===== src/rtl/crc7_32_pkg.sv =====
// crc7_32_pkg: shared constants, codeword field slices and the CRC-7 parity
// function (generator x^7+x^6+x^2+1) used by both encoder and decoder.
// Data bit i of data[0:31] weighs x^(7+i); par[j] is the coefficient of x^j.
package crc7_32_pkg;

   localparam int unsigned DATA_W   = 32;
   localparam int unsigned PAR_W    = 7;
   localparam int unsigned CODE_W   = PAR_W + DATA_W;

   // Codeword slices in [0:CODE_W-1] index order: {par[0:6], data[0:31]}
   localparam int unsigned PAR_LSB  = 0;
   localparam int unsigned PAR_MSB  = PAR_W - 1;
   localparam int unsigned DATA_LSB = PAR_W;
   localparam int unsigned DATA_MSB = CODE_W - 1;

   // Generator low-order taps (x^6 + x^2 + 1)
   localparam logic [PAR_W-1:0] CRC7_POLY = 7'h45;

   localparam int unsigned CNT_W_DEF = 16;

   // Remainder of data(x)*x^7 mod g(x), highest-weight data bit shifted in first
   function automatic logic [0:PAR_W-1] crc7_32_par(input logic [0:DATA_W-1] data);
      logic [PAR_W-1:0] rem;
      logic             fb;
      logic [0:PAR_W-1] par;
      rem = '0;
      for (int i = DATA_W - 1; i >= 0; i--) begin
         fb  = rem[PAR_W-1] ^ data[i];
         rem = {rem[PAR_W-2:0], 1'b0} ^ (fb ? CRC7_POLY : 7'h00);
      end
      for (int j = 0; j < PAR_W; j++) begin
         par[j] = rem[j];
      end
      return par;
   endfunction

endpackage


===== src/rtl/crc7_32_syn.sv =====
// crc7_32_syn: combinational syndrome of a 39-bit codeword
// (recomputed check bits XOR received check bits).
module crc7_32_syn
   import crc7_32_pkg::*;
(
   input  logic [0:CODE_W-1] code,
   output logic [0:PAR_W-1]  syn_c
);

   // Recompute parity over the data field and compare with the carried bits
   assign syn_c = crc7_32_par(code[DATA_LSB:DATA_MSB]) ^ code[PAR_LSB:PAR_MSB];

endmodule


===== src/rtl/crc7_32_dec.sv =====
// crc7_32_dec: two-stage CRC-7/32 check pipeline with valid/ready handshake
// on both sides, per-word error flag, syndrome and sticky error status.
// Optional saturating error counter o_err_cnt: define CRC7_DEC_ERRCNT_EN.
module crc7_32_dec
   import crc7_32_pkg::*;
#(
   parameter int unsigned CNT_W = CNT_W_DEF
)
(
   input  logic              clk,
   input  logic              reset_n,
   input  logic              enable,
   input  logic              i_valid,
   output logic              i_ready,
   input  logic [0:CODE_W-1] i_code,
   output logic              o_valid,
   input  logic              o_ready,
   output logic [0:DATA_W-1] o_data,
   output logic              o_err,
   output logic [0:PAR_W-1]  o_syn,
   output logic              o_err_sticky,
   input  logic              clr_err
`ifdef CRC7_DEC_ERRCNT_EN
   ,
   output logic [CNT_W-1:0]  o_err_cnt
`endif
);

   logic              s1_valid;
   logic [0:CODE_W-1] s1_code;
   logic [0:PAR_W-1]  s1_syn_c;
   logic              s1_load;
   logic              s2_load;
   logic              out_xfer;
   logic              err_xfer;
   logic              clr_act;

   // Stage 1 frees up whenever it is empty or is about to advance
   assign i_ready  = enable & (~s1_valid | ~o_valid | o_ready);
   assign s1_load  = enable & i_valid & i_ready;
   assign s2_load  = enable & s1_valid & (~o_valid | o_ready);
   assign out_xfer = enable & o_valid & o_ready;
   assign err_xfer = out_xfer & o_err;
   assign clr_act  = enable & clr_err;

   crc7_32_syn u_syn (
      .code  (s1_code),
      .syn_c (s1_syn_c)
   );

   // Stage 1: input capture register
   always_ff @(posedge clk or negedge reset_n) begin
      if (!reset_n) begin
         s1_valid <= 1'b0;
         s1_code  <= '0;
      end else if (s1_load) begin
         s1_valid <= 1'b1;
         s1_code  <= i_code;
      end else if (s2_load) begin
         s1_valid <= 1'b0;
      end
   end

   // Stage 2: output register, held while the consumer stalls
   always_ff @(posedge clk or negedge reset_n) begin
      if (!reset_n) begin
         o_valid <= 1'b0;
         o_data  <= '0;
         o_syn   <= '0;
         o_err   <= 1'b0;
      end else if (s2_load) begin
         o_valid <= 1'b1;
         o_data  <= s1_code[DATA_LSB:DATA_MSB];
         o_syn   <= s1_syn_c;
         o_err   <= |s1_syn_c;
      end else if (out_xfer) begin
         o_valid <= 1'b0;
      end
   end

   // Sticky error: a delivered bad word beats a simultaneous clear
   always_ff @(posedge clk or negedge reset_n) begin
      if (!reset_n) begin
         o_err_sticky <= 1'b0;
      end else if (err_xfer) begin
         o_err_sticky <= 1'b1;
      end else if (clr_act) begin
         o_err_sticky <= 1'b0;
      end
   end

`ifdef CRC7_DEC_ERRCNT_EN
   // Saturating count of delivered bad words; clear plus bad word restarts at 1
   always_ff @(posedge clk or negedge reset_n) begin
      if (!reset_n) begin
         o_err_cnt <= '0;
      end else if (clr_act) begin
         o_err_cnt <= err_xfer ? CNT_W'(1) : '0;
      end else if (err_xfer && (o_err_cnt != {CNT_W{1'b1}})) begin
         o_err_cnt <= o_err_cnt + CNT_W'(1);
      end
   end
`endif

endmodule


===== config.mk =====
export PLATFORM = sky130hd
export DESIGN_NAME = crc7_32_dec
export DESIGN_NICKNAME = d
export VERILOG_FILES = /design/src/rtl/crc7_32_pkg.sv /design/src/rtl/crc7_32_syn.sv /design/src/rtl/crc7_32_dec.sv
export SDC_FILE = /design/constraint.sdc
export NUM_CORES = 1
export LEC_CHECK = 0
export ABC_AREA = 1
export BUFFER_PORTS_ARGS = -buffer_cell sky130_fd_sc_hd__buf_2
export CAP_MARGIN = 5
export CELL_PAD_IN_SITES_DETAIL_PLACEMENT = 1
export CELL_PAD_IN_SITES_GLOBAL_PLACEMENT = 1
export CORE_MARGIN = 2
export CORE_UTILIZATION = 43
export CTS_BUF_LIST = sky130_fd_sc_hd__clkbuf_8
export DETAILED_ROUTE_END_ITERATION = 16
export GPL_TIMING_DRIVEN = 1
export PLACE_DENSITY_LB_ADDON = 0.1
export SYNTH_ARGS = -nofsm -noshare
export SYNTH_HDL_FRONTEND = slang
export SYNTH_SLANG_ARGS = --single-unit
export TNS_END_PERCENT = 50

===== constraint.sdc =====
create_clock -name clk -period 4.9 [get_ports clk]
set_clock_uncertainty 0.05 [all_clocks]
set_input_delay 0.735 -clock clk [delete_from_list [all_inputs] [get_ports clk]]
set_output_delay 0.735 -clock clk [all_outputs]
set_load 0.005 [all_outputs]

==> results.md, run 1 <==
- The flow ran to the end, and the final reports show no timing, DRC or antenna violations.
- Averaged over all synthesized cells, the footprint is 8.48 sq um.
- Counting along the longest clock path gives a buffer depth of 2.
- The number of DRC markers in iteration 0 is 105.
- The cell family contributing the most delay on the critical path is simple AND/OR/NAND/NOR gates.
- The number of placed I/O pins is 88.
- The clock tree from TritonCTS is built.
- The number of cell rows is 37.
- Sequential elements use 45.6% of the synthesized area.
- The distinct cell type count after synthesis is 27.
- The type of element capturing the critical path is a flip-flop.
- The amount of wire on met3 after detailed routing is 412 um.
- The clock transition at the registers of the reported paths is 0.09 ns.
- The clock drives 82 sinks.
- Counting flops and latches in the post-synthesis netlist gives 82.
- Fill cells in the final layout number 1295.
- The type of the setup path with the least slack is flip-flop to flip-flop.
- The number of hold violations in the final report is 0.
- For this run, the detailed router's first-pass iteration total came to 4.
- Max-cap violations in this run came to 0.
- Summed over all layers, the global routing overflow is 0.
- The routed design has around 12000 um of wire.
- The final critical path takes up 90.6% of the cycle.
- In the final routing, the length of wire on met1 measures 5250 um.
- The maximum number of pins on one net before global-route repair is 83.
- Compared with the post-synthesis result, the final layout area differs by 18.0%.
- The initial utilization of the core area, before any placement, comes to about 44%.
- The top routing layer in use is met4.
- The fraction of final layout cells sized beyond drive strength 1 is between 20% and 30%.
- The first global-routing pass estimated 19300 um of wire.
- The worst slew slack as a fraction of its limit is 30.1%.
- The max-slew violation total from the final report is 0.
- The via count of the first global-routing pass was 3957.
- STA puts the critical path data required time at approximately 5.1 ns.
- In this run the worst hold path is classified as flip-flop to flip-flop.
- The count of input and output buffers is 87.
- Synthesis produced a netlist with a net count of 576.
- The count of antenna diodes in the layout is 0.
- The die outline area is 11300 sq um.
- Setup repair after global routing could not meet its margin everywhere.
- The time the worst path needs with I/O delays and setup is 4.44 ns.
- The core region is 10200 sq um.
- The maximum operating frequency is 225 MHz.
- For this run, the number of Yosys warnings is 0.
- The post-route standard cell area excluding fillers is between 5000 and 6000 sq um.
- In this run the clock root is driven by a sky130_fd_sc_hd__clkbuf_8.
- The remaining design rule violation count is 0.
- Routability-driven placement finished with a final weighted congestion of slightly above 0.8.
- The total setup violations reported at the end of the flow is 0.
- Wire segments on met2 add up to 5810 um in the final route.
- The global router's overall resource usage is 21.7%.
- The die width is 106 um.
- The average via count per standard cell is around 5.
- The H-tree generated during clock tree synthesis spans 3 levels.
- Data arrives at the worst endpoint at between 4 and 5 ns.
- STA classifies the critical path startpoint as a flip-flop.
- The floorplan step set the die height to 106 um.
- Synthesis handed over a netlist of 531 instances.
- The HPWL reported at the end of detailed placement is about 8500 um.
- After the last flow step, the layout net total stands at 661.
- The buffer and inverter count on the worst path is 4.
- The most frequent cell on the critical path is sky130_fd_sc_hd__nand3_1.
- In the final routed layout, each cell accounts on average for 15.4 um.
- The placed instances occupy a cell area of ~5100 sq um.
- The synthesized netlist occupies a cell area of 4500 sq um.
- The detailed router placed between 3000 and 4000 vias in this run.
- The insertion delay to the later sink of the worst-skew pair is 0.37 ns.
- The cell with the largest stage delay on the worst path is sky130_fd_sc_hd__dfrtp_2.
- Counting the buffers created by CTS gives 9.
- Summed over its instances, the top area cell type makes up 45.6% of the synthesized netlist area.
- The initial antenna violation count is 0.
- Across all hold checks on the routed design, the worst slack comes to 0.429 ns.
- The largest incremental delay on the critical path is 0.45 ns.
- The cell type contributing the most total cell area after synthesis is sky130_fd_sc_hd__dfrtp_1.
- The count of nets left with antenna violations after detail routing is 0.
- For the pin with the worst max-slew slack, the measured transition is 1.05 ns.
- In this run the worst path has a maximum fanout of 4.
- Sorting the synthesized cells by area gives the leading types as sky130_fd_sc_hd__dfrtp_1 (46%), sky130_fd_sc_hd__nand2_1 (11%), sky130_fd_sc_hd__nand3_1 (6.3%).
## cells by family (layout without fill, tap and decap cells)
logic type,after synthesis,after routing,synth area share (%)
and+or+nand+nor,262,262,27.5
DFF,82,82,45.6
buffers and inverters,70,160,5.83
AOI/OAI and AO/OA,59,59,6.78
xor gates and xnor gates,44,44,10.8
muxes,14,14,3.50
## cells in the mapped netlist
cell type and n:
sky130_fd_sc_hd__xnor2_1 7, sky130_fd_sc_hd__o211ai_1 1, sky130_fd_sc_hd__xor2_2 5, sky130_fd_sc_hd__xor2_4 2
sky130_fd_sc_hd__nor2_1 31, sky130_fd_sc_hd__dfrtp_1 82, sky130_fd_sc_hd__inv_2 6, sky130_fd_sc_hd__nand3b_2 1
sky130_fd_sc_hd__nand3_1 57, sky130_fd_sc_hd__clkbuf_1 15, sky130_fd_sc_hd__a21oi_1 25, sky130_fd_sc_hd__xnor3_1 2
sky130_fd_sc_hd__nand2_2 19, sky130_fd_sc_hd__nand3_2 11, sky130_fd_sc_hd__nand2_1 131, sky130_fd_sc_hd__nand4_1 2
sky130_fd_sc_hd__o21ai_0 27, sky130_fd_sc_hd__xor2_1 28, sky130_fd_sc_hd__a21o_1 1, sky130_fd_sc_hd__o21a_1 1
sky130_fd_sc_hd__o21ai_1 2, sky130_fd_sc_hd__a31oi_1 2, sky130_fd_sc_hd__or2_2 2, sky130_fd_sc_hd__mux2_2 14
sky130_fd_sc_hd__nand3b_1 3, sky130_fd_sc_hd__nand2_4 5, sky130_fd_sc_hd__inv_1 49
## cell type report
type	count	area [sq um]	share of cell area, %
multi-input cells	379	2230	41.9
flip-flops and latches	82	2050	38.6
repair buffers	89	453	8.53
inverters	55	206	3.89
well taps	136	170	3.20
clock buffers	11	151	2.85
clock inverters	5	52.6	0.989
## worst register-to-register path: cells and delay by family (launching register included)
family	cells	cell delay [ns]
flops	1	0.45
xor+xnor	3	0.86
buf+inv	4	0.28
simple gates	25	2.71
## placed cells by master, fill, tap and decap left out, types with 21 or more instances in the layout
| cell type | Yosys | final |
|---|---|---|
| sky130_fd_sc_hd__nand2_1 | 131 | 129 |
| sky130_fd_sc_hd__buf_2 | 0 | 86 |
| sky130_fd_sc_hd__dfrtp_1 | 82 | 81 |
| sky130_fd_sc_hd__nand3_1 | 57 | 52 |
| sky130_fd_sc_hd__inv_1 | 49 | 49 |
| sky130_fd_sc_hd__nor2_1 | 31 | 31 |
| sky130_fd_sc_hd__o21ai_0 | 27 | 27 |
| sky130_fd_sc_hd__xor2_1 | 28 | 27 |
| sky130_fd_sc_hd__a21oi_1 | 25 | 25 |
| sky130_fd_sc_hd__nand2_2 | 19 | 21 |
## through the flow
step,setup WS [ns],std cells,TNS (ns),utilization [%]
after floorplan,1.17,531,0,-
after detailed placement,0.388,741,0,49.6
final,0.460,757,0,51.9
after global placement,0.570,741,0,49.6
after CTS,0.297,757,0,51.6
after global routing,-0.0310,757,-0.0310,51.9
## registers in the layout, summed over array words and instances, names as in the netlist
name,count
o_syn,7
o_valid,1
o_err,1
o_data,32
s1_valid,1
s1_code,39
o_err_sticky,1
## routing by layer
metal	global-route usage [%]	up-vias
met4	6.11	0
met5	0	-
met1	27.6	1861
met2	37.7	69
met3	3.80	14
li1	-	1858
## path summary, 6_finish.rpt
kind,endpoint,cells past startpoint,slack [ns],startpoint
setup reg to reg,o_err,32,0.46,s1_code[37]
hold / removal,o_data[9],2,0.43,o_data[9]
setup / recovery,o_err,32,0.46,s1_code[37]
min in group asynchronous,o_data[29],1,0.50,reset_n
hold reg to reg,o_data[9],2,0.43,o_data[9]
max in group asynchronous,s1_code[37],1,3.59,reset_n
## what timing repair did
item,in CTS,in global routing
hold buffers,0,0
endpoints found under the setup margin,0,3
resized for setup,0,8
hold endpoints to repair,0,0
buffers inserted,0,0
Power of run 1 is not shown: default switching activity piles up to over one toggle a cycle in this logic, so the estimate is an artifact.
==> run 2: changes to the inputs <==
==> constraint.sdc (replaced) <==
create_clock -name clk -period 4.78 [get_ports clk]
set_clock_uncertainty 0.05 [all_clocks]
set_input_delay 0.717 -clock clk [delete_from_list [all_inputs] [get_ports clk]]
set_output_delay 0.717 -clock clk [all_outputs]
set_load 0.005 [all_outputs]
==> results.md, run 2 (synthesized netlist as in run 1, its figures left out) <==
- The tree is rooted in a sky130_fd_sc_hd__clkbuf_8.
- On the critical path, the stage with the largest delay is an instance of sky130_fd_sc_hd__dfrtp_1.
- The count of antenna diodes in the layout is 0.
- The region available for standard cell placement spans between 10000 and 15000 sq um.
- The layout overhead on the synthesized area is 24.0%.
- The largest registers in the layout are s1_code (39), o_data (32), o_syn (7).
- The die width is between 100 and 150 um.
- For the pin with the worst max-slew slack, the measured transition is 1.04 ns.
- The CTS sink count is 82.
- Subtracting the final worst setup slack from the clock period gives 4.52 ns.
- The die is 106 um tall.
- Clock-pin slew was measured on the worst setup and hold paths at 0.08 ns.
- The worst-case setup margin in the final layout is 0.263 ns.
- In this run the critical register-to-register path is launched from s1_code[37].
- The setup slack after placement is between 0.3 and 0.4 ns.
- The number of clock buffers inserted by TritonCTS is 9.
- The routed length per placed instance is 15.8 um.
- The worst hold path terminates at o_data[28].
- The count of input and output buffers is 87.
- The clock tree from TritonCTS is built.
- The via count of the first global-routing pass is 4007.
- Leaving out fill and tap cells, the most frequent cells in the layout are sky130_fd_sc_hd__nand2_1 (124), sky130_fd_sc_hd__buf_2 (86), sky130_fd_sc_hd__dfrtp_1 (80).
- For this block, the routed nets add up to 12000 um of wire.
- The number of cell rows is 37.
- The weighted congestion at the end of routability-driven global placement is 0.821.
- Summing over every cut layer, the via total after detailed routing is 3852.
- The total congestion overflow is 0.
- The worst setup path is captured at a flip-flop.
- The fraction of final layout cells sized beyond drive strength 1 is 34.5%.
- The die outline area is 11300 sq um.
- The number of nets in the finished design is 667.
- The maximum number of pins on one net before global-route repair is 83.
- The timing startpoint of the critical path is s1_code[37].
- The number of buffers between clock root and the deepest sink is 2.
- The endpoint identified for the worst register-to-register timing path is o_err.
- The hold-critical path depth is 2.
- The insertion delay to the later sink of the worst-skew pair is 0.37 ns.
- For this run, the detailed router's first-pass iteration total came to 4.
- The average via count per standard cell is 5.06.
- The type of the setup path with the least slack is flip-flop to flip-flop.
- The reported max-cap violation count is 0.
- For this run, the total global-route usage over all layers was measured as 21.7%.
- The endpoint required time on the critical path is 5.00 ns.
- The register with the most flip-flops in the layout has 39 of them.
- The maximum operating frequency is 221 MHz.
- The max-slew violation total from the final report is 0.
- The maximum fanout count along the critical path is 4.
- The H-tree generated during clock tree synthesis spans 3 levels.
- The most frequent cell on the critical path is sky130_fd_sc_hd__nand2_2.
- STA classifies the critical path startpoint as a flip-flop.
- The type of the most critical hold path is flip-flop to flip-flop.
- 88 I/O pins were placed.
- The placed standard-cell area is a little over 5000 sq um.
- The critical path data arrival time is 4.73 ns.
- The post-route standard cell area excluding fillers is 5590 sq um.
- The global-route wire length before repair is 19300 um.
- The register with the highest flop count is s1_code.
- The worst register-to-register path has a depth of 29.
- The total setup violations reported at the end of the flow is 0.
- The worst hold path startpoint is o_data[28].
- For this configuration, the core starts out at a cell density of 44.0%.
- The portion of the clock cycle consumed by the worst path in the final layout is 94.5%.
- The most frequent standard cell in the layout excluding fill and tap cells is sky130_fd_sc_hd__nand2_1.
- In this design, the stage delay of the slowest critical-path cell is 0.42 ns.
- The initial antenna violation count was 0.
- The worst slew slack as a fraction of its limit is roughly 31%.
- The flow ran to the end, and the final reports show no timing, DRC or antenna violations.
- The count of nets left with antenna violations after detail routing is 0.
- The remaining design rule violation count is 0.
- The number of DRC markers in iteration 0 is between 100 and 150.
- The number of hold violations in the final report was 0.
- The worst register-to-register path has a setup slack of 0.26 ns.
- The HPWL reported at the end of detailed placement is roughly 8400 um.
-- run 2: cell count changes in the layout (fill, tap and decap cells not counted), sizes merged --
cell      previous run  this run
bufinv               1         2
buf                 89        95
clkinvlp             1         0
clkinv               3         0
inv                 55        57
-- run 2: per-layer routing --
layer / vias up / part of all wire (%) / wire [um] / global-route usage [%]
met5: - / 0 / 0 / 0
li1: 1868 / - / - / -
met3: 15 / 3.3 / 393 / 3.37
met2: 71 / 50 / 5970 / 37.4
met4: 0 / 1.7 / 204 / 7.99
met1: 1898 / 45 / 5440 / 27.4
-- run 2: what timing repair did --
action,CTS,global route
setup buffers,0,6
hold buffers,0,0
endpoints found under the setup margin,0,3
resized for setup,0,51
endpoints found under the hold margin,0,0
-- run 2: stage by stage --
stage	instances	hold WS [ns]	setup TNS (ns)	util, %
after floorplan	531	0.371	0	-
after global placement	741	0.408	0	49.6
after detailed placement	741	0.410	0	49.6
after CTS	756	0.443	0	51.7
after global routing	762	0.468	-0.199	54.6
final	762	0.435	0	54.6
-- run 2: area by class of cell --
type | count | area (sq um)
clock buffer | 11 | 151
clock inverter | 4 | 67.6
fill | 1243 | 4650
inverter | 55 | 206
multi-input combinational | 379 | 2440
sequential | 82 | 2050
tap | 136 | 170
timing repair buffer | 95 | 498
-- run 2: worst max path at each step --
stage	endpoint	cells after the start	slack, ns
final	o_err	29	0.26
after global routing	o_err	36	-0.12
after CTS	o_err	31	0.29
after detailed placement	o_err	31	0.35
after global placement	o_err	29	0.45
after floorplan	o_err	37	1.05
-- run 2: critical path: cells and delay by family, from the launching register on --
family	cells	cell delay [ns]
flip-flops	1	0.42
buffers and inverters	5	0.58
AND/OR/NAND/NOR	19	1.95
XOR/XNOR	5	1.41
Power of run 2 is left out for the same reason.
